==> config.mk <==
export PLATFORM = sky130hd
export DESIGN_NAME = verify_stream
export DESIGN_NICKNAME = d
export VERILOG_FILES = /design/src/rtl/verify_stream.sv
export SDC_FILE = /design/constraint.sdc
export NUM_CORES = 1
export LEC_CHECK = 0
export CAP_MARGIN = 5
export CELL_PAD_IN_SITES_DETAIL_PLACEMENT = 0
export CELL_PAD_IN_SITES_GLOBAL_PLACEMENT = 1
export CORE_UTILIZATION = 35
export CTS_BUF_LIST = sky130_fd_sc_hd__clkbuf_2
export DETAILED_ROUTE_END_ITERATION = 6
export HOLD_SLACK_MARGIN = 0.1
export PLACE_DENSITY_LB_ADDON = 0.1
export SLEW_MARGIN = 20
export SYNTH_ARGS = -nofsm -noshare
export SYNTH_HDL_FRONTEND = slang
export SYNTH_SLANG_ARGS = --single-unit
==> constraint.sdc <==
create_clock -name clk -period 3 [get_ports clk]
set_input_delay 0.6 -clock clk [delete_from_list [all_inputs] [get_ports clk]]
set_output_delay 0.6 -clock clk [all_outputs]
set_load 0.005 [all_outputs]
==> src/rtl/verify_stream.sv <==
// Keyed multi-word stream verifier: checks enc/dec consistency per word and a
// running keyed hash against a reference, reporting one verdict per message.
module verify_stream #(
    parameter int            W         = 8,
    parameter logic [W-1:0]  KEY       = 8'h5A,
    parameter int            ROT       = 3,
    parameter logic [W-1:0]  HASH_INIT = '0,
    parameter int            MAX_LEN   = 16,
    parameter int            LW        = $clog2(MAX_LEN + 1)
) (
    input  logic          clk,
    input  logic          rst,
    input  logic          start,
    input  logic [LW-1:0] len,
    input  logic [W-1:0]  ref_hash,
    input  logic          in_valid,
    output logic          in_ready,
    input  logic [W-1:0]  plain,
    input  logic [W-1:0]  enc_in,
    output logic          busy,
    output logic          done,
    output logic          pass,
    output logic          err_enc,
    output logic          err_dec,
    output logic          err_hash,
    output logic          err_len,
    output logic [LW-1:0] mismatch_idx
);

    typedef enum logic [1:0] {
        IDLE  = 2'd0,
        RUN   = 2'd1,
        CHECK = 2'd2,
        DONE  = 2'd3
    } state_t;

    state_t r_state;
    state_t w_next;

    logic [LW-1:0] r_len;
    logic [LW-1:0] r_cnt;
    logic [W-1:0]  r_ref;
    logic [W-1:0]  r_h;

    logic          w_accept;
    logic          w_len_bad;
    logic          w_last;
    logic [W-1:0]  w_enc;
    logic [W-1:0]  w_dec;
    logic          w_enc_bad;
    logic          w_dec_bad;
    logic [W-1:0]  w_h_next;
    logic          w_hash_bad;

    function automatic logic [W-1:0] rotl(input logic [W-1:0] x, input int unsigned n);
        return (x << n) | (x >> (W - n));
    endfunction

    function automatic logic [W-1:0] rotr(input logic [W-1:0] x, input int unsigned n);
        return (x >> n) | (x << (W - n));
    endfunction

    assign w_enc      = rotl(plain ^ KEY, ROT);
    assign w_dec      = rotr(enc_in, ROT) ^ KEY;
    assign w_enc_bad  = (w_enc != enc_in);
    assign w_dec_bad  = (w_dec != plain);
    assign w_h_next   = rotl(r_h ^ plain, 1) + KEY;
    assign w_hash_bad = (r_h != r_ref);

    assign w_accept   = (r_state == RUN) && in_valid;
    assign w_len_bad  = (len > LW'(MAX_LEN));
    assign w_last     = (r_cnt == (r_len - LW'(1)));

    assign in_ready   = (r_state == RUN);
    assign busy       = (r_state != IDLE);
    assign done       = (r_state == DONE);

    always_ff @(posedge clk or posedge rst) begin
        if (rst) begin
            r_state <= IDLE;
        end else begin
            r_state <= w_next;
        end
    end

    always_comb begin
        w_next = r_state;
        case (r_state)
            IDLE: begin
                if (start) begin
                    if (w_len_bad || (len == '0)) begin
                        w_next = CHECK;
                    end else begin
                        w_next = RUN;
                    end
                end
            end
            RUN: begin
                if (w_accept && w_last) begin
                    w_next = CHECK;
                end
            end
            CHECK:   w_next = DONE;
            DONE:    w_next = IDLE;
            default: w_next = IDLE;
        endcase
    end

    always_ff @(posedge clk or posedge rst) begin
        if (rst) begin
            r_len        <= '0;
            r_cnt        <= '0;
            r_ref        <= '0;
            r_h          <= '0;
            pass         <= 1'b0;
            err_enc      <= 1'b0;
            err_dec      <= 1'b0;
            err_hash     <= 1'b0;
            err_len      <= 1'b0;
            mismatch_idx <= '0;
        end else begin
            case (r_state)
                IDLE: begin
                    if (start) begin
                        r_len        <= len;
                        r_ref        <= ref_hash;
                        r_h          <= HASH_INIT;
                        r_cnt        <= '0;
                        pass         <= 1'b0;
                        err_enc      <= 1'b0;
                        err_dec      <= 1'b0;
                        err_hash     <= 1'b0;
                        err_len      <= w_len_bad;
                        mismatch_idx <= '0;
                    end
                end
                RUN: begin
                    if (w_accept) begin
                        r_h   <= w_h_next;
                        r_cnt <= r_cnt + LW'(1);
                        if (w_enc_bad) err_enc <= 1'b1;
                        if (w_dec_bad) err_dec <= 1'b1;
                        // Only the first failing word's index is kept.
                        if ((w_enc_bad || w_dec_bad) && !(err_enc || err_dec)) begin
                            mismatch_idx <= r_cnt;
                        end
                    end
                end
                CHECK: begin
                    err_hash <= !err_len && w_hash_bad;
                    pass     <= !(err_enc || err_dec || err_len || (!err_len && w_hash_bad));
                end
                default: ;
            endcase
        end
    end

endmodule

==> impl_metrics.env, run 1 <==
export IMPL_yosys_register_bits=38
export IMPL_path_buf_inv=2
export IMPL_fin_tns_setup_ps=0
export IMPL_cts_tree="built"
export IMPL_rsz0062_at_grt="false"
export IMPL_setup_viol=0
export IMPL_relSlewSlack_pct=53.6
export IMPL_antenna_found_initial=0
export IMPL_yosysTopAreaCell="dfrtp_1"
export IMPL_synth_cell_types=38
export IMPL_clockRootBuffer="clkbuf_2"
export IMPL_netlist_top_cells_count="dfrtp_1, xor2_1, nand2_1"
export IMPL_synth_main_ff_cell="dfrtp_1"
export IMPL_grt_max_degree=39
export IMPL_max_stage_delay_ps=580
export IMPL_synthCells=202
export IMPL_wl_um=4620
export IMPL_internal_power_mw=1.34
export IMPL_timing_hold_ws_ps=527
export IMPL_insertion_delay_ps=380
export IMPL_cap_violations=0
export IMPL_pre_cts_slack_ps=353
export IMPL_drc=0
export IMPL_cts_setup_buffers=0
export IMPL_place_congestion=0.759
export IMPL_nNetsFinal=294
export IMPL_synth_area_leaders="dfrtp_1, xor2_1, mux2_2"
export IMPL_critPathRequiredTime_ps=2400
export IMPL_synth_top_area_share_pct=44.1
export IMPL_vias=1617
export IMPL_die_x_um=80.5
export IMPL_post_cts_resized=0
export IMPL_yosysSeqAreaShare_pct=44.1
export IMPL_critical_path_class="reg2out"
export IMPL_core_area_mm2=0.00592
export IMPL_power_density_mw_per_mm2=811
export IMPL_die_h_um=80.5
export IMPL_min_period_over_period_pct=84.9
export IMPL_grt_usage_pct=15.9
export IMPL_viasPerCell=4.91
export IMPL_dr_pass1_iters=4
export IMPL_crit_family="buffers and inverters"
export IMPL_p_sw_mw=0.886
export IMPL_cts_hold_buf=0
export IMPL_status="finished clean"
export IMPL_globalRoute_totalOverflow=0
export IMPL_first_global_vias=1605
export IMPL_n_antenna_cell=0
export IMPL_cts_buffer_depth=2
export IMPL_worstSetupEndpointType="output pin"
export IMPL_tightest_slew_ps=695
export IMPL_fin_skew_ps=23.5
export IMPL_swShare_pct=39.8
export IMPL_syn_area_per_cell_um2=10.7
export IMPL_ir_drop_mv=0.359
export IMPL_pwr_share_seq_pct=39.1
export IMPL_crit_fanout=13
export IMPL_p_comb_share_pct=50.9
export IMPL_postRouteAntennaNets=0
export IMPL_areaGrowthSynthToFinish_pct=27.2
export IMPL_io_buffers=45
export IMPL_synth_edf_count=0
export IMPL_drive_gt1_share_pct=12.2
export IMPL_crit_slowest_cell="clkdlybuf4s50_1"
export IMPL_layout_setup_ws_ps=453
export IMPL_hold_viol_final=0
export IMPL_syn_area_mm2=0.00216
export IMPL_fmax_mhz=393
export IMPL_min_period_ps=2550
export IMPL_p_clk_share_pct=10.0
export IMPL_start_util_pct=36.4
export IMPL_wire_per_inst_um=14.1
export IMPL_leakage_nw=1.16
export IMPL_io_pins=46
export IMPL_cts_made_buffers=5
export IMPL_h_tree_depth=2
export IMPL_worstPathArrival_ps=1950
export IMPL_clock_sinks=38
export IMPL_yosysWarnings=0
export IMPL_path_cells="inv_1 -> ha_1 -> clkdlybuf4s50_1"
export IMPL_async_reset_ff_share_pct=100
export IMPL_clk_pin_slew_ps=200
export IMPL_worstSetupStartpointType="flip-flop"
export IMPL_die_area_mm2=0.00648
export IMPL_grt_pass1_wl_um=7800
export IMPL_dp_hpwl_um=3560
export IMPL_synth_nets=243
export IMPL_slew_viol_final=0
export IMPL_final_util_pct=46.3
export IMPL_fp_row_count=28
export IMPL_first_iter_violations=36
export IMPL_hold_path_class="reg2reg"
export IMPL_synth_most_common_cell="dfrtp_1"
cells in the final DEF, fill, tap and decap left out, types with 2 or more instances in the layout:
cell type	netlist	layout
nor4_1	3	3
nand4_1	2	2
a22o_1	6	6
nor3_1	2	2
inv_1	8	8
buf_4	0	3
a21o_1	2	2
nor2_1	10	10
nor2b_1	4	4
ha_1	8	8
clkdlybuf4s50_1	0	45
dfrtp_1	38	38
xor2_1	21	21
clkbuf_2	0	6
nand2b_1	5	5
nand2_1	17	17
o21ai_0	14	14
mux2_2	16	16
a21oi_1	5	5
nand3_1	4	4
xnor2_1	15	15
per-layer routing:
layer  share of wire [%]  up-vias  track usage (%)
li1                    -      807                -
met1                  47      774             20.1
met2                  49       32             27.2
met3                 3.1        4             3.52
met4                0.58        0             4.29
met5                   0        -                0
layout make-up:
type / count / area, um2
Sequential cell: 38 / 951
Timing Repair Buffer: 48 / 473
Clock buffer: 6 / 30.0
Inverter: 8 / 30.0
Tap cell: 75 / 93.8
Multi-Input combinational cell: 152 / 1160
Clock inverter: 2 / 8.76
Fill cell: 568 / 3180
sequential cells by signal, summed over array words and instances, names as in the netlist, 2 cells and up:
register	cells
r_h	8
r_ref	8
mismatch_idx	5
r_cnt	5
r_len	5
r_state	2
power groups by stage:
| stage | clock (mW) | sequential (mW) | combinational [mW] |
|---|---|---|---|
| 2_1_floorplan | 0 | 0.832 | 0.825 |
| 3_3_place_gp | 0 | 0.887 | 1.14 |
| 3_5_place_dp | 0 | 0.888 | 1.13 |
| 4_1_cts | 0.237 | 0.876 | 1.14 |
| 5_1_grt | 0.255 | 0.895 | 1.27 |
| 6_report | 0.222 | 0.870 | 1.13 |
metrics by stage:
step           area (um2)  instances  power [mW]
3_3_place_gp         2700        321        2.03
4_1_cts              2740        329        2.25
5_1_grt              2740        329        2.42
3_5_place_dp         2700        321        2.02
2_1_floorplan        2160        202        1.66
6_report             2740        329        2.23
cell families (layout without fill, tap and decap cells):
logic type / Yosys count / after routing / synth area share (%)
and+or+nand+nor: 54 / 54 / 13.5
adders and majority gates: 8 / 8 / 4.64
AOI/OAI and AO/OA: 37 / 37 / 12.0
xor gates and xnor gates: 36 / 36 / 14.6
buffers and inverters: 12 / 64 / 2.26
DFF: 38 / 38 / 44.1
muxes: 17 / 17 / 8.82
final timing paths:
| path | slack [ps] | cells after the start | to | from |
|---|---|---|---|---|
| min in group asynchronous | 620 | 3 | r_h[0] | rst |
| min | 530 | 1 | mismatch_idx[2] | mismatch_idx[2] |
| max reg2reg | 710 | 7 | mismatch_idx[3] | r_state[1] |
| min reg2reg | 530 | 1 | mismatch_idx[2] | mismatch_idx[2] |
| max in group asynchronous | 2020 | 3 | r_cnt[2] | rst |
| max | 450 | 3 | in_ready | r_state[1] |
Power figures use the tool's default switching activity.
==> inputs of run 2 (changes only) <==
==> constraint.sdc (replaced) <==
create_clock -name clk -period 2.2 [get_ports clk]
set_input_delay 0.44 -clock clk [delete_from_list [all_inputs] [get_ports clk]]
set_output_delay 0.44 -clock clk [all_outputs]
set_load 0.005 [all_outputs]
==> impl_metrics.env, run 2 (synthesis gave the netlist of run 1 again) <==
export IMPL_ir_drop_mv=0.448
export IMPL_tightest_slew_ps=513
export IMPL_reg2reg_depth=7
export IMPL_areaGrowthSynthToFinish_pct=36.1
export IMPL_layout_common_cells="clkdlybuf4s50_1, dfrtp_1, xor2_1"
export IMPL_crit_fanout=2
export IMPL_cts_buffer_depth=2
export IMPL_worstSetupStartpointType="input port"
export IMPL_wire_per_inst_um=13.8
export IMPL_h_tree_depth=2
export IMPL_nNetsFinal=309
export IMPL_reg2reg_setup_slack_ps=240
export IMPL_viasPerCell=4.84
export IMPL_crit_slowest_cell="or4_1"
export IMPL_first_iter_violations=64
export IMPL_crit_family="simple AND/OR/NAND/NOR gates"
export IMPL_clockRootBuffer="clkbuf_2"
export IMPL_wl_um=4760
export IMPL_hold_viol_final=0
export IMPL_reg_largest_list="r_h (8), r_ref (8)"
export IMPL_slew_viol_final=0
export IMPL_antenna_found_initial=0
export IMPL_layout_setup_ws_ps=95.8
export IMPL_drc=0
export IMPL_n_antenna_cell=0
export IMPL_die_x_um=80.5
export IMPL_relSlewSlack_pct=65.5
export IMPL_first_global_vias=1646
export IMPL_placed_area_mm2=0.00281
export IMPL_grt_max_degree=39
export IMPL_critical_path_class="in2reg"
export IMPL_worstSetupEndpointType="flip-flop"
export IMPL_fp_row_count=28
export IMPL_io_pins=46
export IMPL_drive_gt1_share_pct=18.2
export IMPL_cap_violations=0
export IMPL_clock_sinks=38
export IMPL_fillers=565
export IMPL_final_common_cell="clkdlybuf4s50_1"
export IMPL_cts_tree="built"
export IMPL_timing_hold_ws_ps=433
export IMPL_cts_made_buffers=5
export IMPL_worstPathArrival_ps=2410
export IMPL_critPathRequiredTime_ps=2500
export IMPL_rsz0062_at_grt="false"
export IMPL_max_stage_delay_ps=530
export IMPL_rr_endpoint="mismatch_idx[1]"
export IMPL_clk_pin_slew_ps=210
export IMPL_dr_pass1_iters=4
export IMPL_dp_hpwl_um=3640
export IMPL_timing_rr_start="r_state[0]"
export IMPL_place_congestion=0.786
export IMPL_start_util_pct=36.4
export IMPL_min_period_ps=2100
export IMPL_pre_cts_slack_ps=-310
export IMPL_fin_tns_setup_ps=0
export IMPL_grt_pass1_wl_um=7820
export IMPL_vias=1666
export IMPL_power_density_mw_per_mm2=1170
export IMPL_min_period_over_period_pct=95.6
export IMPL_fin_skew_ps=13.3
export IMPL_fmax_mhz=475
export IMPL_path_cells="clkdlybuf4s50_1 -> or4_1 -> ha_1 -> nor2_1 -> a21oi_1 -> a221o_1 -> a211oi_1"
export IMPL_postRouteAntennaNets=0
export IMPL_die_h_um=80.5
export IMPL_die_area_mm2=0.00648
export IMPL_io_buffers=45
export IMPL_status="finished clean"
export IMPL_finalInstanceArea_mm2=0.00293
export IMPL_leakage_nw=1.27
export IMPL_hold_path_class="in2async"
export IMPL_core_area_mm2=0.00592
export IMPL_grt_usage_pct=16.2
export IMPL_globalRoute_totalOverflow=0
export IMPL_setup_viol=0
export IMPL_insertion_delay_ps=390
export IMPL_path_buf_inv=1
run 2: changes by cell type in the layout (fill, tap and decap cells not counted), moves of 2 or more:
cell / before / now
buf_4: 3 / 17
bufinv_16: 0 / 2
clkdlybuf4s50_1: 45 / 43
ha_1: 8 / 6
run 2: worst register-to-register path, stage by stage (launching register included):
cell and delay (ps):
dfrtp_1 440, buf_4 150, ha_2 200, nand2b_1 140
a21o_1 220, a31oi_4 240, o21ai_0 260, a22o_1 250
run 2: worst max-delay path by stage:
stage | from | end | slack [ps] | cells after the start
global placement | len[0] | r_state[1] | -250 | 7
global route | r_state[0] | done | 60 | 3
detailed placement | len[0] | r_state[1] | -310 | 7
floorplan | len[0] | r_state[1] | 220 | 6
CTS | r_state[0] | busy | 40 | 4
finish | len[0] | r_state[1] | 100 | 7
run 2: timing repair:
item	CTS	global route
buffers inserted	2	0
endpoints found under the setup margin	2	1
endpoints found under the hold margin	0	0
resized for setup	4	2
hold buffers	0	0
run 2: per-stage QoR:
stage / utilization (%) / total power, mW / cells
2_1_floorplan: - / 2.26 / 202
4_1_cts: 49.5 / 3.47 / 344
5_1_grt: 49.6 / 3.71 / 344
3_3_place_gp: 47.5 / 2.85 / 334
3_5_place_dp: 47.5 / 2.86 / 334
6_report: 49.6 / 3.42 / 344
run 2: layer usage:
layer	GRT usage, %	up-vias	share of wire (%)
met3	3.52	7	3.3
met4	5.36	0	1.3
met2	26.4	37	49
li1	-	838	-
met5	0	-	0
met1	21.2	784	46
run 2: layout make-up:
cell class | instances | area, um2 | share of cell area [%]
tap | 75 | 93.8 | 3.20
sequential | 38 | 951 | 32.4
clock inverter | 3 | 63.8 | 2.17
inverter | 8 | 30.0 | 1.02
multi-input combinational | 152 | 1170 | 39.9
clock buffer | 5 | 25.0 | 0.853
timing repair buffer | 63 | 599 | 20.4
run 2: power breakdown:
group	total [mW]	switching [mW]	internal, mW
Combinational	1.71	0.785	0.922
Clock	0.544	0.242	0.303
Sequential	1.17	0.228	0.944
==> inputs of run 3 (changes only) <==
--- a/config.mk
+++ b/config.mk
@@ -10,9 +10,11 @@
 export CELL_PAD_IN_SITES_GLOBAL_PLACEMENT = 1
 export CORE_UTILIZATION = 35
 export CTS_BUF_LIST = sky130_fd_sc_hd__clkbuf_2
+export CTS_CLUSTER_SIZE = 12
 export DETAILED_ROUTE_END_ITERATION = 6
 export HOLD_SLACK_MARGIN = 0.1
 export PLACE_DENSITY_LB_ADDON = 0.1
+export SKIP_CTS_REPAIR_TIMING = 1
 export SLEW_MARGIN = 20
 export SYNTH_ARGS = -nofsm -noshare
 export SYNTH_HDL_FRONTEND = slang
==> impl_metrics.env, run 3 (synthesis gave the netlist of run 1 again) <==
export IMPL_rr_endpoint="mismatch_idx[1]"
export IMPL_layout_common_cells="clkdlybuf4s50_1, dfrtp_1, xor2_1"
export IMPL_drive_gt1_share_pct=19.3
export IMPL_ir_drop_mv=0.448
export IMPL_cap_violations=0
export IMPL_leakage_nw=1.29
export IMPL_first_iter_violations=54
export IMPL_fp_row_count=28
export IMPL_die_h_um=80.5
export IMPL_die_area_mm2=0.00648
export IMPL_cts_tree="built"
export IMPL_rsz0062_at_grt="false"
export IMPL_worstSetupStartpointType="input port"
export IMPL_wl_um=4780
export IMPL_dp_hpwl_um=3640
export IMPL_power_density_mw_per_mm2=1170
export IMPL_h_tree_depth=2
export IMPL_clockRootBuffer="clkbuf_2"
export IMPL_final_common_cell="clkdlybuf4s50_1"
export IMPL_worstPathArrival_ps=2410
export IMPL_placed_area_mm2=0.00281
export IMPL_grt_max_degree=39
export IMPL_seq_area_um2=952
export IMPL_power_mw=3.46
export IMPL_endpoint="r_state[1]"
export IMPL_dp_cells=334
export IMPL_die_x_um=80.5
export IMPL_drc=0
export IMPL_antenna_found_initial=0
export IMPL_reg2reg_depth=7
export IMPL_place_congestion=0.786
export IMPL_hold_path_class="in2async"
export IMPL_io_buffers=45
export IMPL_timing_rr_start="r_state[0]"
export IMPL_areaGrowthSynthToFinish_pct=37.1
export IMPL_fin_cells=345
export IMPL_min_period_ps=2110
export IMPL_start_util_pct=36.4
export IMPL_tightest_slew_ps=513
export IMPL_fillers=557
export IMPL_cts_made_buffers=5
export IMPL_setup_viol=0
export IMPL_core_area_mm2=0.00592
export IMPL_status="finished clean"
export IMPL_clk_pin_slew_ps=210
export IMPL_relSlewSlack_pct=65.4
export IMPL_crit_fanout=2
export IMPL_n_antenna_cell=0
export IMPL_startpoint="len[0]"
export IMPL_grt_usage_pct=16.1
export IMPL_io_pins=46
export IMPL_fmax_mhz=473
export IMPL_finalInstanceArea_mm2=0.00296
export IMPL_vias=1674
export IMPL_slew_viol_final=0
export IMPL_nNetsFinal=310
export IMPL_wire_per_inst_um=13.9
export IMPL_cts_buffer_depth=2
export IMPL_hold_viol_final=0
export IMPL_multiInputGateArea_mm2=0.00118
export IMPL_grt_pass1_wl_um=7760
export IMPL_min_period_over_period_pct=96.0
export IMPL_reg_largest_list="r_h (8), r_ref (8)"
export IMPL_insertion_delay_ps=390
export IMPL_first_global_vias=1626
export IMPL_critPathRequiredTime_ps=2500
export IMPL_dr_pass1_iters=4
export IMPL_worstSetupEndpointType="flip-flop"
export IMPL_fin_skew_ps=13.3
export IMPL_viasPerCell=4.85
export IMPL_clock_sinks=38
export IMPL_postRouteAntennaNets=0
export IMPL_globalRoute_totalOverflow=0
export IMPL_reg2reg_setup_slack_ps=300
export IMPL_critical_path_class="in2reg"
run 3: through the flow:
step                hold WS (ps)  setup WS (ps)  setup TNS, ps  utilization (%)
detailed placement           487           -310           -560             47.5
global route                 465           20.7              0             49.9
floorplan                    489            220              0                -
global placement             489           -253           -449             47.5
CTS                          422           -142           -219             49.0
finish                       438           87.7              0             49.9
run 3: cell type report:
class | count | area share [%]
Timing Repair Buffer | 64 | 20.7
Clock inverter | 3 | 2.16
Tap cell | 75 | 3.17
Multi-Input combinational cell | 152 | 39.9
Clock buffer | 5 | 0.846
Inverter | 8 | 1.02
Sequential cell | 38 | 32.2
run 3: how the worst min path moves through the flow:
| stage | from | endpoint | slack [ps] | depth (start not counted) |
|---|---|---|---|---|
| after detailed placement | mismatch_idx[0] | mismatch_idx[0] | 490 | 1 |
| after global routing | rst | r_ref[1] | 460 | 3 |
| after floorplan | mismatch_idx[0] | mismatch_idx[0] | 490 | 1 |
| after CTS | rst | r_ref[6] | 420 | 3 |
| after global placement | mismatch_idx[0] | mismatch_idx[0] | 490 | 1 |
| final | rst | r_ref[6] | 440 | 3 |
run 3: power breakdown:
part | total [mW] | switching, mW | internal (mW)
clock | 0.543 | 0.240 | 0.303
sequential | 1.19 | 0.244 | 0.946
combinational | 1.73 | 0.785 | 0.941
run 3: per-layer routing:
| metal | share of wire, % | global-route usage (%) |
|---|---|---|
| met3 | 3.7 | 3.52 |
| met4 | 1.3 | 5.36 |
| met1 | 46 | 21.2 |
| met2 | 49 | 26.0 |
| met5 | 0 | 0 |
run 3: critical path, stage by stage:
cell and delay (ps):
clkdlybuf4s50_1 410, or4_1 530, ha_1 320, nor2_1 90
a21oi_1 50, a221o_1 350, a211oi_1 220
